--- config.mk ---
export PLATFORM = sky130hd
export DESIGN_NAME = output_port_allocator_flat
export DESIGN_NICKNAME = d
export VERILOG_FILES = /design/src/rtl/output_port_allocator_if.sv /design/src/rtl/output_port_allocator.sv /design/src/flat_wrapper.sv
export SDC_FILE = /design/constraint.sdc
export NUM_CORES = 1
export LEC_CHECK = 0
export ABC_AREA = 1
export CAP_MARGIN = 0
export CORE_MARGIN = 2
export CORE_UTILIZATION = 47
export DETAILED_ROUTE_END_ITERATION = 16
export GPL_TIMING_DRIVEN = 0
export PLACE_DENSITY = 0.86
export SLEW_MARGIN = 20
export SYNTH_ARGS = -nofsm -noshare
export SYNTH_HDL_FRONTEND = slang
export SYNTH_SLANG_ARGS = --single-unit
--- constraint.sdc ---
create_clock -name clk -period 3.05 [get_ports clk]
set_input_delay 0.61 -clock clk [delete_from_list [all_inputs] [get_ports clk]]
set_output_delay 0.61 -clock clk [all_outputs]
set_load 0.005 [all_outputs]
--- src/rtl/output_port_allocator_if.sv ---
// Handshake bundle between the input ports and one output-port allocator.
// The master drives requests and flit flags; the slave (allocator) drives grant/status.
interface output_port_allocator_if #(
  parameter int NUM_IN   = 4,
  parameter int VC_WIDTH = 2
);
  localparam int SEL_W = $clog2(NUM_IN);

  logic [NUM_IN-1:0]          req_i;
  logic [NUM_IN-1:0]          head_i;
  logic [NUM_IN-1:0]          tail_i;
  logic [NUM_IN*VC_WIDTH-1:0] vc_i;
  logic                       out_ready_i;
  logic [NUM_IN-1:0]          grant_o;
  logic [SEL_W-1:0]           sel_o;
  logic                       valid_o;
  logic                       locked_o;
  logic [VC_WIDTH-1:0]        owner_vc_o;

  modport master (
    output req_i, head_i, tail_i, vc_i, out_ready_i,
    input  grant_o, sel_o, valid_o, locked_o, owner_vc_o
  );

  modport slave (
    input  req_i, head_i, tail_i, vc_i, out_ready_i,
    output grant_o, sel_o, valid_o, locked_o, owner_vc_o
  );
endinterface

--- src/rtl/output_port_allocator.sv ---
// Wormhole output-port allocator: round-robin over head flits, locks until tail.
// Define OUT_ALLOC_VC_PRIO_EN to restrict arbitration to the lowest eligible VC id.
module output_port_allocator #(
  parameter int NUM_IN   = 4,
  parameter int VC_WIDTH = 2
) (
  input  logic                   clk,
  input  logic                   arst,
  output_port_allocator_if.slave bus
);
  localparam int PTR_W = $clog2(NUM_IN);

  typedef enum logic {IDLE, LOCKED} state_t;

  state_t              r_state;
  logic [PTR_W-1:0]    r_rr_ptr;
  logic [PTR_W-1:0]    r_owner;
  logic [VC_WIDTH-1:0] r_owner_vc;

  logic [VC_WIDTH-1:0] w_vc [NUM_IN];
  logic [NUM_IN-1:0]   w_eligible;
  logic [VC_WIDTH-1:0] w_min_vc;
  logic                w_found;
  logic [PTR_W-1:0]    w_winner;
  logic [PTR_W-1:0]    w_sel;
  logic                w_active;
  logic [NUM_IN-1:0]   w_grant;
  logic                w_valid;
  logic                w_xfer;
  logic                w_tail;
  logic [PTR_W-1:0]    w_rr_next;

  always_comb begin
    for (int unsigned i = 0; i < NUM_IN; i++) begin
      w_vc[i] = bus.vc_i[i*VC_WIDTH +: VC_WIDTH];
    end
  end

  always_comb begin
    w_eligible = bus.req_i & bus.head_i;
    w_min_vc   = '1;
`ifdef OUT_ALLOC_VC_PRIO_EN
    for (int unsigned i = 0; i < NUM_IN; i++) begin
      if (w_eligible[i] && (w_vc[i] < w_min_vc)) w_min_vc = w_vc[i];
    end
    for (int unsigned i = 0; i < NUM_IN; i++) begin
      if (w_vc[i] != w_min_vc) w_eligible[i] = 1'b0;
    end
`endif
  end

  // Rotating search starting at r_rr_ptr; first hit wins.
  always_comb begin
    int unsigned idx;
    w_found  = 1'b0;
    w_winner = '0;
    for (int unsigned k = 0; k < NUM_IN; k++) begin
      idx = k + 32'(r_rr_ptr);
      if (idx >= 32'(NUM_IN)) idx = idx - 32'(NUM_IN);
      if (!w_found && w_eligible[PTR_W'(idx)]) begin
        w_found  = 1'b1;
        w_winner = PTR_W'(idx);
      end
    end
  end

  always_comb begin
    w_sel     = (r_state == LOCKED) ? r_owner : w_winner;
    w_active  = arst && ((r_state == LOCKED) || w_found);
    w_grant   = w_active ? (NUM_IN'(1) << w_sel) : '0;
    w_valid   = |(w_grant & bus.req_i);
    w_xfer    = w_valid && bus.out_ready_i;
    w_tail    = bus.tail_i[w_sel];
    w_rr_next = (w_winner == PTR_W'(NUM_IN - 1)) ? '0 : w_winner + 1'b1;
  end

  always_ff @(posedge clk or negedge arst) begin
    if (!arst) begin
      r_state    <= IDLE;
      r_rr_ptr   <= '0;
      r_owner    <= '0;
      r_owner_vc <= '0;
    end else begin
      case (r_state)
        IDLE: begin
          if (w_found) begin
            r_rr_ptr   <= w_rr_next;
            r_owner    <= w_winner;
            r_owner_vc <= w_vc[w_winner];
            if (!(w_xfer && w_tail)) r_state <= LOCKED;
          end
        end
        LOCKED: begin
          if (w_xfer && w_tail) r_state <= IDLE;
        end
        default: r_state <= IDLE;
      endcase
    end
  end

  assign bus.grant_o    = w_grant;
  assign bus.sel_o      = w_active ? w_sel : '0;
  assign bus.valid_o    = w_valid;
  assign bus.locked_o   = (r_state == LOCKED);
  assign bus.owner_vc_o = r_owner_vc;
endmodule

--- src/flat_wrapper.sv ---
// flat-port wrapper written by rule: the top's interface ports become plain ports
module output_port_allocator_flat 
#(
  parameter int NUM_IN   = 4,
  parameter int VC_WIDTH = 2
)
  (clk, arst, bus_req_i, bus_head_i, bus_tail_i, bus_vc_i, bus_out_ready_i, bus_grant_o, bus_sel_o, bus_valid_o, bus_locked_o, bus_owner_vc_o);
  output_port_allocator_if #(.NUM_IN(NUM_IN), .VC_WIDTH(VC_WIDTH)) bus_i ();
  input  logic clk;
  input  logic arst;
  input wire logic [$bits(bus_i.req_i)-1:0] bus_req_i;
  input wire logic [$bits(bus_i.head_i)-1:0] bus_head_i;
  input wire logic [$bits(bus_i.tail_i)-1:0] bus_tail_i;
  input wire logic [$bits(bus_i.vc_i)-1:0] bus_vc_i;
  input wire logic [$bits(bus_i.out_ready_i)-1:0] bus_out_ready_i;
  output wire logic [$bits(bus_i.grant_o)-1:0] bus_grant_o;
  output wire logic [$bits(bus_i.sel_o)-1:0] bus_sel_o;
  output wire logic [$bits(bus_i.valid_o)-1:0] bus_valid_o;
  output wire logic [$bits(bus_i.locked_o)-1:0] bus_locked_o;
  output wire logic [$bits(bus_i.owner_vc_o)-1:0] bus_owner_vc_o;
  assign bus_i.req_i = bus_req_i;
  assign bus_i.head_i = bus_head_i;
  assign bus_i.tail_i = bus_tail_i;
  assign bus_i.vc_i = bus_vc_i;
  assign bus_i.out_ready_i = bus_out_ready_i;
  assign bus_grant_o = bus_i.grant_o;
  assign bus_sel_o = bus_i.sel_o;
  assign bus_valid_o = bus_i.valid_o;
  assign bus_locked_o = bus_i.locked_o;
  assign bus_owner_vc_o = bus_i.owner_vc_o;
  output_port_allocator #(.NUM_IN(NUM_IN), .VC_WIDTH(VC_WIDTH)) u_core (.clk(clk), .arst(arst), .bus(bus_i));
endmodule
# [Word level (Yosys, flattened, before mapping)]
# Index checks and enable logic that the tools add are counted.
[classes] n_addsub=8 n_lt_le_gt_ge=10 n_eq_ne=1 shifts=1 n_mux=32 bitwise_logic=4 n_reduce_logical=12
[op_table] op="$mux W2" count=13
[op_table] op="$lt A2 B3 Y1 const B" count=5
[op_table] op="$ge A3 B3 Y1 const B" count=4
[op_table] op="$mux W1" count=11
[op_table] op="$bmux W1 S2" count=5
[op_table] op="$and A4 B4 Y4" count=2
[op_table] op="$sub A2 B1 Y2 const B" count=4
[op_table] op="$add A2 B2 Y3 const A" count=2
[op_table] op="$logic_and A1 B1 Y1" count=6
[op_table] op="$bmux W2 S2" count=1
[op_table] op="$mux W4" count=1
[op_table] op="$reduce_or A4 Y1" count=1
[op_table] op="$shl A1 B2 Y4 const A" count=1
[op_table] op="$add A1 B2 Y3 const A" count=1
[op_table] op="$ge A2 B3 Y1 const B" count=1
[op_table] op="$logic_not A1 Y1" count=3
[op_table] op="$not A2 Y3" count=1
[op_table] op="$add A2 B1 Y2 const B" count=1
[op_table] op="$eq A2 B2 Y1 const B" count=1
[op_table] op="$pmux W1 S2" count=1
[op_table] op="$reduce_and A2 Y1" count=1
[op_table] op="$logic_or A1 B1 Y1" count=1
[op_table] op="$not A1 Y1" count=1
[totals] register_bits=7 input_bits=23 output_inout_bits=10 word_cells=72

# [Longest topological paths before layout]
# Gate-level depths: netlist of run 1.
[logic_depth] ltp_word=24 depth_mapped=19 ltp_nobuf=18

# [Worst setup path before layout of run 1]
# No wires, ideal clock.
[synth_path] path_type="input-to-output" startpoint="input port bus_req_i[0]" endpoint="output port bus_grant_o[1]" arrival_ps=1662 t_required_ps=2440 slack_ps=778 cell_stages=16 n_path_buf=0 path_cell_list="nand2_1 nand2_1 nand2_1 nand2_1 nand2_2 nand2_1 nand2_1 nand2_1 nand2_2 inv_2 nand2_4 nand2_4 inv_1 nor2_2 inv_1 nor2_1"
[synth_between] elab_chain_len=16 word_cells_on_any_way=28 classes_between="shift: 1; mux: 18; bitwise: 1; reduce/logical: 8"
[synth_lines] item="start, declared" line_no="flat_wrapper.sv:11" text="input wire logic [$bits(bus_i.req_i)-1:0] bus_req_i;"
[synth_lines] item="$and A4 B4 Y4 (*)" line_no="output_port_allocator.sv:40" text="w_eligible = bus.req_i & bus.head_i;"
[synth_lines] item="$bmux W1 S2" line_no="output_port_allocator.sv:60" text="if (!w_found && w_eligible[PTR_W'(idx)]) begin"
[synth_lines] item="$mux W1 (implied by the code)" line_no="output_port_allocator.sv:60"
[synth_lines] item="$mux W1" line_no="output_port_allocator.sv:60"
[synth_lines] item="$logic_not A1 Y1" line_no="output_port_allocator.sv:60"
[synth_lines] item="$logic_and A1 B1 Y1" line_no="output_port_allocator.sv:60"
[synth_lines] item="$mux W1" line_no="output_port_allocator.sv:60"
[synth_lines] item="$logic_not A1 Y1" line_no="output_port_allocator.sv:60"
[synth_lines] item="$logic_and A1 B1 Y1" line_no="output_port_allocator.sv:60"
[synth_lines] item="$mux W1" line_no="output_port_allocator.sv:60"
[synth_lines] item="$logic_not A1 Y1" line_no="output_port_allocator.sv:60"
[synth_lines] item="$logic_and A1 B1 Y1" line_no="output_port_allocator.sv:60"
[synth_lines] item="$mux W2 or $mux W1 (tied branches)" line_no="output_port_allocator.sv:60"
[synth_lines] item="$mux W2 or $logic_or A1 B1 Y1 (tied branches)" line_no="output_port_allocator.sv:68, output_port_allocator.sv:69"
[synth_lines] item="$shl A1 B2 Y4 or $logic_and A1 B1 Y1 (tied branches)" line_no="output_port_allocator.sv:70, output_port_allocator.sv:69"
[synth_lines] item="$mux W4 (*)" line_no="output_port_allocator.sv:70" text="w_grant = w_active ? (NUM_IN'(1) << w_sel) : '0;"
[synth_lines] item="end, declared" line_no="flat_wrapper.sv:16" text="output wire logic [$bits(bus_i.grant_o)-1:0] bus_grant_o;"
# Mark *: on every way between the ends. The rest lies on a longest branch, timed or not. The select of a mux whose other input is x is not followed.

# [Worst setup path in the final report of run 1]
# Ends and elaborated chain as after synthesis.

==> reports/summary.txt, run 1 <==
Remaining Overflow, GRT: 0
Avg Inst Size Synth: 5.98 sq um
R2R cell count: 19
Critical Path Start Type: input pin
First-pass GRT wire length: 3980 um
Hold Path Sink: u_core.r_owner[0]$_DFFE_PN0P_
CTS tree: yes
WL per Instance: 12.4 um
Syn nets: 172
Critical Path End Type: output port
DRT antenna net count: 0
Die Wd: 47.5 um
Peak VDD IR: 0.774 mV
Period utilization: 96.1%
DRT Wirelength: 2680 um
Minimum clock period: 2.93 ns
CP Data Required Time: 2.44 ns
Top cell type's share of synthesized area: 19.7%
Initial drt markers: 48
Layout cells sized above 1: 26.2%
Largest family of logic cells by synthesized area: simple AND/OR/NAND/NOR gates
Status: finished clean
Setup TNS: 0 ns
Via count: 1,148
Synth-to-Final Area Change: 49.0%
Die Span Y: 47.5 um
Worst skew pair latency: 0.25 ns
Crit path max fanout: 4
CTS Root Cell: clkbuf_4
CTS Buffer Depth: 2
Final setup margin: 0.119 ns
FF+latch count, synth: 7
Hold path start: u_core.r_owner[0]$_DFFE_PN0P_
Place WS: -0.457 ns
Fmax: 341 MHz
Post-Syn Area: 891 sq um
Placed Cells: 206
Syn. warnings: 0
IO buf count: 32
Count of non-filler cells in the finished layout: 216
Max-slew violations: 0
Diodes inserted: 0
Final net count: 215
Hold depth: 2
Leak pwr: 0.713 nW
Via-to-Cell Ratio: 5.31
Adder-Cell Fraction of Synth Area: 0%
Die area: 0.00226 sq mm
Worst slew margin: 75.7%
Post-synthesis sequential area ratio: 19.7%
Setup violators final: 0
Gate Count Post-Synth: 149
Max-Cap Viols: 0
Total track usage: 24.3%
Initial antenna violation count: 0
Initial Util: 51.0%
Worst r2r src: u_core.r_rr_ptr[1]$_DFFE_PN0P_
First-pass DRT Iterations: 4
Synth area leader: dfrtp_1
CTS sink count: 7
Tightest Pin Transition: 0.364 ns
Top post-synthesis cells by area: dfrtp_1, nand2_1, nand3_1
Kind of critical path: input pin to output port
Post-synthesis simple-gate area fraction: 60.4%
GPL Wtd Cong: 0.845
HPWL Detailed: 1970 um
Clk slew on worst S/H paths: 0.05 ns
Pwr dens: 1020 mW/mm^2
Hold WC Path Type: flop to flop
Synth cell types: 22
R2r endpoint: u_core.bus.locked_o$_DFF_PN0_
Core area: 0.00175 sq mm
Hold Fails Final Rpt: 0
Post-synthesis mux area share: 0%
Number of global-route vias before repair: 1,025
Largest net degree at the start of global routing: 11
CP arrival: 2.32 ns
Post-synthesis compound-gate area fraction: 9.55%
# H-tree levels: 1
Num ports: 33
CTS Hold Buffers Added: 0
Xor/xnor share of the synthesized area: 0%
R2R Setup Slk: 0.86 ns
Row cnt: 15
Residual DRC: 0
Worst clock skew: 0.00678 ns
Inserted Clock Buffers: 3
## report_power, final
part | total [mW] | leakage (nW) | internal, mW | switching (mW)
logic | 1.10 | 0.619 | 0.427 | 0.673
clock network | 0.0831 | 0.0150 | 0.0499 | 0.0332
registers | 0.177 | 0.0789 | 0.137 | 0.0397
total | 1.36 | 0.713 | 0.614 | 0.746
## kinds of logic (layout without fill, tap and decap cells)
family,count (synthesis),in the layout
simple gates,107,107
buf+inv,21,63
flops,7,7
compound gates,14,14
## critical path: stages
cell	delay [ns]
dlygate4sd2_1	0.27
nand2_2	0.09
nand2_2	0.06
nand2_1	0.08
nand2_1	0.06
nand2_2	0.10
nand2_2	0.06
nand3_1	0.09
nand2_2	0.11
inv_2	0.09
nand2_4	0.07
nand2_4	0.08
inv_1	0.05
nor2_2	0.11
inv_1	0.07
nor2_1	0.10
clkdlybuf4s15_1	0.21
## worst max-delay path by stage
| stage | startpoint | endpoint | depth (start not counted) | slack (ns) |
|---|---|---|---|---|
| after floorplan | bus_req_i[0] | bus_grant_o[1] | 16 | 0.78 |
| after global placement | bus_req_i[1] | bus_valid_o | 14 | -0.35 |
| after detailed placement | bus_req_i[2] | bus_grant_o[1] | 16 | -0.46 |
| final | bus_req_i[0] | bus_grant_o[1] | 17 | 0.12 |
| after global routing | bus_req_i[1] | bus_grant_o[3] | 17 | -0.006 |
| after CTS | bus_req_i[2] | bus_sel_o[0] | 16 | 0.01 |
## flip-flops by register name, indices dropped and copies added (netlist names)
| signal | flops |
|---|---|
| u_core.bus.locked_o | 1 |
| u_core.bus.owner_vc_o | 2 |
| u_core.r_owner | 2 |
| u_core.r_rr_ptr | 2 |
## cells in the mapped netlist
cell	instances
a21oi_1	2
inv_1	16
buf_6	1
nand2_2	12
dfrtp_1	7
o21ai_0	7
buf_4	1
nand4_1	5
inv_4	1
nor2_2	4
nor2_4	1
inv_2	2
o21a_1	2
nor2_1	15
nand3_1	22
nand3b_1	2
nand2_1	40
nand3_2	2
a31oi_1	2
nor3_2	1
a31oi_2	1
nand2_4	3
## per-layer routing
metal / routed length [um] / vias to the layer above / GRT usage [%]
met2: 1460 / 44 / 45.7
met5: 0 / - / 0
met1: 1050 / 530 / 28.8
li1: - / 572 / -
met3: 160 / 2 / 3.77
met4: 12 / 0 / 5.41
## final cells by class
cell class / count / area [sq um]
repair buffers: 38 / 343
multi-input cells: 121 / 659
plain buffers: 2 / 18.8
flip-flops and latches: 7 / 175
well taps: 25 / 31.3
inverters: 19 / 73.8
clock buffers: 4 / 26.3
fillers: 141 / 418
## through the flow
stage | instance area, sq um | power, mW | hold slack, ns | utilization, %
6_report | 1330 | 1.36 | 0.486 | 76.1
5_1_grt | 1330 | 1.49 | 0.537 | 76.1
4_1_cts | 1310 | 1.31 | 0.480 | 75.1
3_5_place_dp | 1240 | 1.20 | 0.466 | 71.2
3_3_place_gp | 1240 | 1.16 | 0.468 | 71.2
2_1_floorplan | 891 | 0.911 | 0.314 | -
## cells in the final DEF, fill, tap and decap left out, types with 5 or more instances in the layout
master	count
buf_4	7
clkdlybuf4s50_1	18
dfrtp_1	7
dlygate4sd2_1	8
inv_1	16
nand2_1	32
nand2_2	20
nand3_1	21
nand4_1	5
nor2_1	15
o21ai_0	7
## what timing repair did
action | in CTS | in global routing
setup endpoints to repair | 7 | 4
gates cloned | 0 | 0
pin swaps | 12 | 9
gates resized for setup | 24 | 9
setup buffers | 3 | 3
No activity file was read; power rests on OpenSTA's default activity.
==> run 2: changes to the inputs <==
--- a/config.mk
+++ b/config.mk
@@ -11,7 +11,7 @@
 export CORE_UTILIZATION = 47
 export DETAILED_ROUTE_END_ITERATION = 16
 export GPL_TIMING_DRIVEN = 0
-export PLACE_DENSITY = 0.86
+export PLACE_DENSITY_LB_ADDON = 0.15
 export SLEW_MARGIN = 20
 export SYNTH_ARGS = -nofsm -noshare
 export SYNTH_HDL_FRONTEND = slang
==> reports/summary.txt, run 2 (same netlist as run 1, synthesis figures left out) <==
Sequential share of power: 12.2%
Crit path max fanout: 5
Critical Path End Type: output port
DRT Wirelength: 2730 um
CTS sink count: 7
Status: finished clean
WL per Instance: 12.3 um
Initial Util: 51.0%
Minimum clock period: 3.00 ns
CTS Hold Buffers Added: 0
Worst r2r src: u_core.r_rr_ptr[1]$_DFFE_PN0P_
Row cnt: 15
IO buf count: 32
CTS tree: yes
Synth-to-Final Area Change: 56.2%
Switching share of power: 53.4%
Clock Power Share: 6.1%
Peak VDD IR: 0.785 mV
Hold WC Path Type: flop to flop
Kind of critical path: input pin to output port
Die Span Y: 47.5 um
DRT antenna net count: 0
Placed Cells: 206
Inserted Clock Buffers: 3
Residual DRC: 0
Number of global-route vias before repair: 1,051
HPWL Detailed: 2050 um
Critical Path Start Type: input pin
Num ports: 33
Worst slew margin: 74.4%
Worst clock skew: 0.00481 ns
Met2 Usage GRT: 50.5%
First-pass GRT wire length: 4350 um
Via-to-Cell Ratio: 5.24
Hold path start: u_core.r_owner[0]$_DFFE_PN0P_
Total track usage: 27.4%
Die Wd: 47.5 um
Switching power total: 0.758 mW
Clk slew on worst S/H paths: 0.06 ns
Max-slew violations: 0
Die area: 0.00226 sq mm
Layout cells sized above 1: 29.1%
Initial antenna violation count: 0
Final net count: 220
GPL Wtd Cong: 0.897
Max-Cap Viols: 0
CP Data Required Time: 2.44 ns
Count of non-filler cells in the finished layout: 221
Largest net degree at the start of global routing: 11
First-pass DRT Iterations: 4
Diodes inserted: 0
GR Util met1: 30.6%
CP arrival: 2.39 ns
GR Layer Usage met3: 6.79%
Most Crowded Layer GR: met2
Core area: 0.00175 sq mm
Internal: 0.663 mW
Setup TNS: 0 ns
Tightest Pin Transition: 0.383 ns
Most frequent cells in the layout: nand2_1, nand2_2, nand3_1, clkdlybuf4s50_1, inv_1
Area of the multi-input gates: 669 sq um
CTS Buffer Depth: 2
Setup violators final: 0
Leak pwr: 0.770 nW
Via count: 1,157
Remaining Overflow, GRT: 0
CTS Root Cell: clkbuf_4
Most common cell after layout, fill and taps aside: nand2_1
Fillers: 131
Flip-flop and latch area: 175 sq um
RSZ-0062 raised after global routing: yes
Period utilization: 98.3%
Hold Fails Final Rpt: 0
# H-tree levels: 1
Initial drt markers: 45
Comb power frac: 81.7%
Worst Setup SP: bus_req_i[1]
Pwr dens: 1020 mW/mm^2
Worst skew pair latency: 0.26 ns
Fmax: 334 MHz
## run 2: cell types whose count changed in the layout (fill, tap and decap cells not counted), sizes merged
cell | before | now
clkbuf | 7 | 3
clkinv | 0 | 1
clkdlybuf4s15 | 2 | 3
clkdlybuf4s50 | 18 | 17
dlymetal6s2s | 1 | 3
buf | 8 | 14
## run 2: worst max-delay path, stage by stage
cell and delay, ns:
dlygate4sd2_1 0.27, nand2_2 0.10, nand2_2 0.07, nand2_1 0.08
nand2_1 0.06, nand2_2 0.09, nand2_2 0.07, nand2_1 0.06
nand2_1 0.06, nand2_2 0.11, inv_2 0.06, nand2_4 0.08
nand2_4 0.06, nand4_1 0.09, nand2_1 0.06, nor2_2 0.14
inv_1 0.05, dlygate4sd2_1 0.25
## run 2: through the flow
step                      area [sq um]  utilization (%)  power, mW  setup WS, ns  hold slack [ns]
after floorplan                    891                -      0.911         0.778            0.314
after global placement            1240             71.2       1.16        -0.386            0.465
after detailed placement          1240             71.2       1.20        -0.462            0.480
after CTS                         1370             78.2       1.40       0.00562            0.494
after global routing              1390             79.7       1.55        -0.123            0.512
final                             1390             79.7       1.42        0.0530            0.494
## run 2: final timing paths
check	to	slack, ns	cells past startpoint
max in group asynchronous	u_core.r_rr_ptr[1]$_DFFE_PN0P_	2.14	1
min in group asynchronous	u_core.bus.owner_vc_o[1]$_DFFE_PN0P_	0.64	1
max reg2reg	u_core.bus.locked_o$_DFF_PN0_	0.94	15
max	bus_valid_o	0.05	18
min	u_core.r_owner[0]$_DFFE_PN0P_	0.49	2
min reg2reg	u_core.r_owner[0]$_DFFE_PN0P_	0.49	2
## run 2: power by group through the flow
stage          clock network (mW)  logic (mW)  registers [mW]
6_report                   0.0865        1.16           0.173
5_1_grt                    0.0940        1.28           0.180
4_1_cts                    0.0881        1.13           0.172
3_5_place_dp                    0        1.03           0.174
3_3_place_gp                    0       0.987           0.171
2_1_floorplan                   0       0.742           0.169
## run 2: timing repair
item | 4_1_cts | 5_1_grt
setup endpoints to repair | 7 | 5
setup buffers | 10 | 1
pin swaps | 15 | 3
resized for setup | 26 | 9
## run 2: final cells by class
cell class | instances | share of cell area [%]
clock inverter | 1 | 0.360
buffer | 2 | 1.35
timing repair buffer | 43 | 28.4
inverter | 19 | 5.31
multi-input combinational | 121 | 48.1
sequential | 7 | 12.6
tap | 25 | 2.25
clock buffer | 3 | 1.62
## run 2: per-layer routing
metal	vias to the layer above	routed length [um]
met5	-	0
met2	44	1460
met3	8	140
li1	582	-
met1	523	1080
met4	0	44
==> run 3: changes to the inputs <==
--- a/config.mk
+++ b/config.mk
@@ -12,6 +12,7 @@
 export DETAILED_ROUTE_END_ITERATION = 16
 export GPL_TIMING_DRIVEN = 0
 export PLACE_DENSITY_LB_ADDON = 0.15
+export REMOVE_ABC_BUFFERS = 1
 export SLEW_MARGIN = 20
 export SYNTH_ARGS = -nofsm -noshare
 export SYNTH_HDL_FRONTEND = slang
==> reports/summary.txt, run 3 (same netlist as run 1, synthesis figures left out) <==
Period utilization: 98.4%
Peak VDD IR: 0.862 mV
Hold Fails Final Rpt: 0
Slowest CP cell: dlygate4sd2_1
Max-slew violations: 0
Worst skew pair latency: 0.26 ns
Critical Path End Type: output port
R2R cell count: 22
CTS tree: yes
Fillers: 118
Hold depth: 2
Die area: 0.00226 sq mm
Final Total Pwr: 1.63 mW
Hold WC Path Type: flop to flop
Via count: 1,210
Area of the multi-input gates: 659 sq um
Hold Path Sink: u_core.r_owner[0]$_DFFE_PN0P_
Row cnt: 15
DRT Wirelength: 2930 um
Worst r2r src: u_core.r_rr_ptr[0]$_DFFE_PN0P_
Remaining Overflow, GRT: 0
Clk slew on worst S/H paths: 0.05 ns
First-pass DRT Iterations: 4
Die Span Y: 47.5 um
Worst slew margin: 75.4%
Tightest Pin Transition: 0.368 ns
Max-Cap Viols: 0
Minimum clock period: 3.00 ns
Initial drt markers: 40
Setup violators final: 0
CTS Root Cell: clkbuf_4
Hold path start: u_core.r_owner[0]$_DFFE_PN0P_
Layout cells sized above 1: 33.7%
CTS Buffer Depth: 2
Final setup margin: 0.0487 ns
Pwr dens: 1130 mW/mm^2
GPL Wtd Cong: 0.882
R2r endpoint: u_core.r_rr_ptr[1]$_DFFE_PN0P_
Crit path cell chain: dlygate4sd2_1, nand2_1, nand2_1, nand2_2, nand2_2, nand2_2, nand4_1, nand2_2, inv_4, nand2_4, nand2_4, nand4_1, nand2_1, nor2_2, inv_1, dlygate4sd2_1
CP delay by family, top: simple AND/OR/NAND/NOR gates
Crit path max fanout: 6
Core area: 0.00175 sq mm
Final net count: 229
Kind of critical path: input pin to output port
Most frequent cells in the layout: nand2_1, nand2_2, buf_4, nand3_1, clkdlybuf4s50_1
Status: finished clean
Critical Path Start Type: input pin
Largest net degree at the start of global routing: 12
Initial Util: 51.0%
Crit-path max cell delay: 0.26 ns
CP bufs+invs: 4
Place WS: -0.451 ns
Number of global-route vias before repair: 1,023
Flip-flop and latch area: 178 sq um
Most common cell on crit path: nand2_2
HPWL Detailed: 1970 um
CP arrival: 2.39 ns
Most common cell after layout, fill and taps aside: nand2_1
Worst clock skew: 0.00338 ns
# H-tree levels: 1
Num ports: 33
Via-to-Cell Ratio: 5.26
First-pass GRT wire length: 4230 um
CTS sink count: 7
CP Data Required Time: 2.44 ns
Die Wd: 47.5 um
Synth-to-Final Area Change: 62.1%
Residual DRC: 0
Final core utilization: 82.7%
WL per Instance: 12.8 um
Fmax: 333 MHz
DRT antenna net count: 0
Leak pwr: 0.764 nW
R2R Setup Slk: 0.12 ns
Inserted Clock Buffers: 3
Diodes inserted: 0
IO buf count: 32
Initial antenna violation count: 0
Total track usage: 27.0%
==> run 3: cell types whose count changed in the layout (fill, tap and decap cells not counted), moves of 2 or more <==
cell / change
buf_4: +10
dlymetal6s2s_1: -3
dfrtp_1: -2
dfrtp_2: +2
dlygate4sd2_1: +2
inv_4: +2
==> run 3: worst max path at each step <==
stage | from | to | slack (ns) | depth (start not counted)
after floorplan | u_core.r_rr_ptr[0]$_DFFE_PN0P_ | bus_valid_o | 0.68 | 14
after global placement | bus_req_i[3] | bus_valid_o | -0.40 | 14
after detailed placement | bus_req_i[1] | bus_valid_o | -0.45 | 14
after CTS | u_core.r_rr_ptr[0]$_DFFE_PN0P_ | bus_valid_o | 0.009 | 15
after global routing | u_core.r_rr_ptr[0]$_DFFE_PN0P_ | bus_valid_o | -0.03 | 15
final | bus_head_i[3] | bus_valid_o | 0.05 | 16
==> run 3: tightest hold or removal path, stage by stage, from the launching register on <==
cell,delay (ns)
dfrtp_1,0.35
nand2_1,0.06
nand2_1,0.06
==> run 3: what timing repair did <==
action                                 4_1_cts  5_1_grt
gates resized for setup                     28       11
setup buffers                               12       10
setup endpoints to repair                    7        6
pin swaps                                    8       12
endpoints found under the hold margin        0        0
gates cloned                                 0        0
hold buffers                                 0        0
==> run 3: metal layers <==
layer | track usage, % | vias to the layer above | routed length (um)
met3 | 6.04 | 14 | 158
met2 | 44.9 | 50 | 1490
li1 | - | 602 | -
met4 | 14.6 | 0 | 124
met5 | 0 | - | 0
met1 | 32.3 | 544 | 1160
==> run 3: power by group <==
part,internal (mW),total [mW],leakage (nW),switching [mW]
clock,0.0482,0.0890,0.0177,0.0407
combinational,0.608,1.34,0.669,0.736
sequential,0.140,0.195,0.0771,0.0553
total,0.796,1.63,0.764,0.832
==> run 3: final cells by class <==
class	instances	share of cell area (%)
multi-input combinational	121	45.7
timing repair buffer	54	32.5
sequential	7	12.3
inverter	19	5.46
tap	25	2.17
clock buffer	3	1.56
clock inverter	1	0.347
==> run 3: metrics by stage <==
| stage | cells | hold slack, ns | area [sq um] | TNS (ns) |
|---|---|---|---|---|
| final | 230 | 0.509 | 1440 | 0 |
| after global routing | 230 | 0.525 | 1440 | -0.0364 |
| after CTS | 220 | 0.501 | 1350 | 0 |
| after detailed placement | 204 | 0.488 | 1220 | -2.37 |
| after global placement | 204 | 0.472 | 1220 | -2.01 |
| after floorplan | 147 | 0.314 | 872 | 0 |
